<file path="config.mk">
export PLATFORM = sky130hd
export DESIGN_NAME = rom_stream_reader_flat
export DESIGN_NICKNAME = d
export VERILOG_FILES = /design/src/rtl/rom_stream_reader_if.sv /design/src/rtl/rom_stream_reader.sv /design/src/flat_wrapper.sv
export SDC_FILE = /design/constraint.sdc
export NUM_CORES = 1
export LEC_CHECK = 0
export CORE_MARGIN = 3
export CORE_UTILIZATION = 44
export DETAILED_ROUTE_END_ITERATION = 10
export PLACE_DENSITY = 0.79
export SLEW_MARGIN = 40
export SYNTH_ARGS = -nofsm -noshare
export SYNTH_HDL_FRONTEND = slang
export SYNTH_SLANG_ARGS = --single-unit
</file>
<file path="constraint.sdc">
create_clock -name clk -period 2.35 [get_ports clk]
set_input_delay 0.705 -clock clk [delete_from_list [all_inputs] [get_ports clk]]
set_output_delay 0.705 -clock clk [all_outputs]
set_load 0.01 [all_outputs]
</file>
<file path="src/rtl/rom_stream_reader_if.sv">
// rom_stream_reader_if
//   Valid/ready word stream carrying the ROM table out of rom_stream_reader.
//   Ports (signals):
//     out_data  - stream word, driven by the master
//     out_valid - out_data holds a word, driven by the master
//     out_last  - final word of the burst, qualified by out_valid
//     out_ready - consumer accepts the word, driven by the slave
//   A word transfers on a rising clock edge where out_valid && out_ready.
interface rom_stream_reader_if #(
  parameter int DATA_W = 16
);
  logic [DATA_W-1:0] out_data;
  logic              out_valid;
  logic              out_ready;
  logic              out_last;

  modport master (
    output out_data,
    output out_valid,
    output out_last,
    input  out_ready
  );

  modport slave (
    input  out_data,
    input  out_valid,
    input  out_last,
    output out_ready
  );
endinterface

</file>
<file path="src/rtl/rom_stream_reader.sv">
// rom_stream_reader
//   Walks a combinational ROM from a start address for a given number of
//   words and presents the contents as a registered valid/ready burst.
//   The address wraps modulo 2^ADDR_W, so bursts longer than the ROM
//   re-read it cyclically.
//   Ports:
//     clk        - system clock, rising edge
//     rst        - synchronous active-high reset, aborts any burst
//     start      - single-cycle burst request, honoured only in IDLE
//     start_addr - first ROM address of the burst
//     length     - words in the burst (0 = empty burst, straight to DONE)
//     rom_addr   - registered ROM address (the current pointer)
//     rom_data   - combinational ROM output for rom_addr
//     busy       - high while the burst is running
//     done       - one-cycle pulse when the burst completes
//     strm       - output word stream (master side)
module rom_stream_reader #(
  parameter int ADDR_W = 4,
  parameter int DATA_W = 16
) (
  input  logic              clk,
  input  logic              rst,
  input  logic              start,
  input  logic [ADDR_W-1:0] start_addr,
  input  logic [ADDR_W:0]   length,
  output logic [ADDR_W-1:0] rom_addr,
  input  logic [DATA_W-1:0] rom_data,
  output logic              busy,
  output logic              done,
  rom_stream_reader_if.master strm
);

  typedef enum logic [1:0] {
    IDLE = 2'd0,
    RUN  = 2'd1,
    DONE = 2'd2
  } state_t;

  localparam logic [ADDR_W-1:0] PTR_ONE = {{(ADDR_W-1){1'b0}}, 1'b1};
  localparam logic [ADDR_W:0]   REM_ONE = {{ADDR_W{1'b0}}, 1'b1};
  localparam logic [ADDR_W:0]   REM_ZERO = '0;

  state_t            state_reg;
  logic [ADDR_W-1:0] ptr_reg;
  logic [ADDR_W:0]   remaining_reg;
  logic [DATA_W-1:0] data_reg;
  logic              valid_reg;
  logic              last_reg;
  logic              busy_reg;
  logic              done_reg;

  // The output register can take a new word when it is empty or when the
  // word it holds is leaving on this same edge.
  logic capture;
  logic accept;

  assign accept  = valid_reg && strm.out_ready;
  assign capture = (state_reg == RUN) && (remaining_reg != REM_ZERO) &&
                   (!valid_reg || strm.out_ready);

  always_ff @(posedge clk) begin
    if (rst) begin
      state_reg     <= IDLE;
      ptr_reg       <= '0;
      remaining_reg <= '0;
      data_reg      <= '0;
      valid_reg     <= 1'b0;
      last_reg      <= 1'b0;
      busy_reg      <= 1'b0;
      done_reg      <= 1'b0;
    end else begin
      case (state_reg)
        IDLE: begin
          done_reg  <= 1'b0;
          valid_reg <= 1'b0;
          last_reg  <= 1'b0;
          if (start) begin
            if (length != REM_ZERO) begin
              ptr_reg       <= start_addr;
              remaining_reg <= length;
              busy_reg      <= 1'b1;
              state_reg     <= RUN;
            end else begin
              // Empty burst: report completion without emitting words.
              done_reg  <= 1'b1;
              state_reg <= DONE;
            end
          end
        end

        RUN: begin
          if (capture) begin
            data_reg      <= rom_data;
            valid_reg     <= 1'b1;
            last_reg      <= (remaining_reg == REM_ONE);
            ptr_reg       <= ptr_reg + PTR_ONE;
            remaining_reg <= remaining_reg - REM_ONE;
          end else if (accept) begin
            // Only reachable for the final word (remaining is zero), or
            // never otherwise, since any accept with words left captures.
            valid_reg <= 1'b0;
            last_reg  <= 1'b0;
            if (last_reg) begin
              busy_reg  <= 1'b0;
              done_reg  <= 1'b1;
              state_reg <= DONE;
            end
          end
        end

        DONE: begin
          done_reg  <= 1'b0;
          valid_reg <= 1'b0;
          last_reg  <= 1'b0;
          state_reg <= IDLE;
        end

        default: begin
          state_reg <= IDLE;
          busy_reg  <= 1'b0;
          done_reg  <= 1'b0;
          valid_reg <= 1'b0;
          last_reg  <= 1'b0;
        end
      endcase
    end
  end

  assign rom_addr       = ptr_reg;
  assign busy           = busy_reg;
  assign done           = done_reg;
  assign strm.out_data  = data_reg;
  assign strm.out_valid = valid_reg;
  assign strm.out_last  = last_reg;

endmodule

</file>
<file path="src/flat_wrapper.sv">
// flat-port wrapper written by rule: the top's interface ports become plain ports
module rom_stream_reader_flat 
#(
  parameter int ADDR_W = 4,
  parameter int DATA_W = 16
)
  (clk, rst, start, start_addr, length, rom_addr, rom_data, busy, done, strm_out_data, strm_out_valid, strm_out_last, strm_out_ready);
  rom_stream_reader_if #(.DATA_W(DATA_W)) strm_i ();
  input  logic clk;
  input  logic rst;
  input  logic start;
  input  logic [ADDR_W-1:0] start_addr;
  input  logic [ADDR_W:0] length;
  output logic [ADDR_W-1:0] rom_addr;
  input  logic [DATA_W-1:0] rom_data;
  output logic busy;
  output logic done;
  output wire logic [$bits(strm_i.out_data)-1:0] strm_out_data;
  output wire logic [$bits(strm_i.out_valid)-1:0] strm_out_valid;
  output wire logic [$bits(strm_i.out_last)-1:0] strm_out_last;
  input wire logic [$bits(strm_i.out_ready)-1:0] strm_out_ready;
  assign strm_out_data = strm_i.out_data;
  assign strm_out_valid = strm_i.out_valid;
  assign strm_out_last = strm_i.out_last;
  assign strm_i.out_ready = strm_out_ready;
  rom_stream_reader #(.ADDR_W(ADDR_W), .DATA_W(DATA_W)) u_core (.clk(clk), .rst(rst), .start(start), .start_addr(start_addr), .length(length), .rom_addr(rom_addr), .rom_data(rom_data), .busy(busy), .done(done), .strm(strm_i));
endmodule
</file>
==> qor.yml <==
floorplan:
  coreArea_um2: 3103
  initial_utilization_pct: 46.98
  rows: 20
  pin_count: 53
  chipWidth_um: 63.56
  fp.dieH_um: 63.56
  die-area_um2: 4039
timing:
  report.final.slew_viol_count: 0
  setup_viol_count_final: 0
  worst_pin_slew_ns: 0.5513
  maxSlewHeadroom_pct: 63.24
  fmax_mhz: 456.2
  hold_viol: 0
  post-route-period-util_pct: 93.29
  rsz0062_at_grt: "false"
  skew_ns: 0.002869
  period_minus_slack_ns: 2.192
placement:
  dpl.hpwl_mm: 2.739
  place.gp.congestion: 0.8972
  dp.cells: 269
  io_buffers: 52
  dpl-instance-area_um2: 2008
clock_network:
  h-tree-depth: 2
  cts_sinks: 31
  cts_resized: 0
  cts_root_buf: "clkbuf_4"
  cts_buffers: 5
  clk_pin_slew_ns: 0.10
  hold_buffers: 0
  post-cts-setup-buffer-count: 0
  cts_buffer_depth: 2
  cts_tree: "built"
  clock_latency_ns: 0.33
global_route:
  track_usage_pct: 19.64
  grt_pass1_wl_mm: 6.306
  grt_max_degree: 25
  grt_antenna_before_repair: 0
  overflow: 0
  grt-busiest-layer: "met2"
  grt_pass1_vias: 1424
  met3_usage_pct: 9.626
  grt_util_met1_pct: 21.82
  use_met2_pct: 32.07
hold_path:
  hold_class: "flip-flop to flip-flop"
  hold_path_depth: 2
cells_and_area:
  final_cell_count_no_fill: 277
  design_area_um2: 2095
  drive_gt1_share_pct: 8.155
  multi_input_area_um2: 721.9
  largest_reg_flops: 16
  final_core_util_pct: 67.50
  antenna_cells: 0
  fillCellCount: 287
  final_common_cell: "clkdlybuf4s50_1"
  final_cell_mix: "clkdlybuf4s50_1 (52), nand2_1 (39), dfxtp_1 (31)"
  syn_to_final_growth_pct: 43.69
  final_nets: 264
  register_area_um2: 620.6
setup_path:
  rrSetupSlack_ns: 0.30
  r2r_end: "u_core.remaining_reg[4]$_SDFFE_PP0P_"
  crit_path_end_kind: "flip-flop"
  cp_max_fo: 7
  r2r.worst_path.cells: 7
  crit_type: "primary input to flip-flop"
  critPathCapture: "u_core.remaining_reg[0]$_SDFFE_PP0P_"
  worst_setup_path_start_kind: "primary input"
  cp.arrival_ns: 2.42
  reg2reg_from: "u_core.remaining_reg[1]$_SDFFE_PP0P_"
  worstSetupStartpoint: "length[3]"
  required_ns: 2.58
logic_synthesis:
  seq_area_frac_synth_pct: 42.58
  syn_avg_cell_area_um2: 8.189
  post_synth_num_cell_types: 39
  synthCells: 178
  synth.cell_area_um2: 1458
  synth_edf_count: 0
  synth-async-reset-ratio_pct: 0
  ys_seq_elements: 31
  ys.warnings.count: 0
  synth_nets: 210
  ys.flop_type: "dfxtp_1"
route:
  wl_per_cell_um: 13.59
  via_per_inst: 5.437
  ant_nets: 0
  drtPass1Iterations: 4
  drcViolationCount: 0
  route.vias.total: 1506
  wl_mm: 3.764
  drtIter0Drc: 103
pwr:
  power_density_nw_per_um2: 696.4
  ir_drop_mv: 0.4434
  p_leak_nw: 0.7860
outcome:
  status: "finished, final reports clean"
run:
  maxCapViolations: 0
==> how the worst min path moves through the flow <==
stage | start | to | slack, ns
floorplan | u_core.remaining_reg[1]$_SDFFE_PP0P_ | u_core.remaining_reg[1]$_SDFFE_PP0P_ | 0.46
global placement | u_core.strm.out_data[14]$_SDFFE_PP0P_ | u_core.strm.out_data[14]$_SDFFE_PP0P_ | 0.44
detailed placement | u_core.strm.out_data[2]$_SDFFE_PP0P_ | u_core.strm.out_data[2]$_SDFFE_PP0P_ | 0.45
CTS | u_core.strm.out_data[4]$_SDFFE_PP0P_ | u_core.strm.out_data[4]$_SDFFE_PP0P_ | 0.46
global route | u_core.strm.out_data[4]$_SDFFE_PP0P_ | u_core.strm.out_data[4]$_SDFFE_PP0P_ | 0.48
finish | u_core.strm.out_data[2]$_SDFFE_PP0P_ | u_core.strm.out_data[2]$_SDFFE_PP0P_ | 0.46
==> metal layers <==
layer / part of all wire (%) / wire length, um
met4: 2.3 / 85
met2: 46 / 1716
met1: 41 / 1543
met3: 11 / 418
met5: 0 / 0
==> metrics by stage <==
stage	setup slack, ns	power, mW	TNS (ns)	hold WS, ns
global route	0.09064	1.550	0	0.4810
floorplan	0.3163	0.8702	0	0.4565
detailed placement	-0.1669	1.028	-1.378	0.4470
CTS	0.1848	1.468	0	0.4615
finish	0.1578	1.459	0	0.4575
global placement	-0.1281	1.017	-0.9420	0.4412
==> critical path, cell delays in order <==
cell	delay, ns
clkdlybuf4s50_1	0.42
or4_1	0.59
o211ai_2	0.20
buf_4	0.18
a22oi_1	0.07
o221a_1	0.26
==> cells in the mapped netlist, types with 2 or more instances <==
master     count  area share, %
nand2_1       39             10
buf_2          2           0.69
and3_1         2           0.86
a22oi_1        5            2.6
a2bb2oi_1      2            1.2
nor2b_1        2           0.86
o21ai_0        4            1.4
nand2b_1       2           0.86
buf_4          4            2.1
o32ai_1        5            3.0
o221a_1        2            1.5
dfxtp_1       31             43
a21oi_1       25            8.6
nor3b_1        2            1.0
buf_6          2            1.5
inv_1          9            2.3
nor2_1         8            2.1
clkbuf_1       3           0.77
nand3_1        2           0.69
nor3_1         3            1.0
ha_1           3            2.6
a211oi_1       2            1.0
and2_1         3            1.3
==> cells by family after synthesis <==
logic type | count (synthesis) | synth area share [%]
adders and majority gates | 3 | 2.575
buffers and inverters | 22 | 7.896
DFF | 31 | 42.58
and+or+nand+nor | 69 | 22.58
AOI/OAI and AO/OA | 53 | 24.38
==> report_power, final <==
group	switching, mW	internal (mW)	total (mW)
combinational	0.193	0.204	0.397
sequential	0.0441	0.577	0.621
clock	0.190	0.251	0.441
total	0.427	1.03	1.46
==> layout make-up <==
class,instances,share of cell area (%)
multi-input cells,125,34.47
repair buffers,59,27.36
flip-flops and latches,31,29.63
clock buffers,6,2.449
clock inverters,2,1.673
well taps,44,2.628
inverters,10,1.792
No activity file was read; power rests on OpenSTA's default activity.
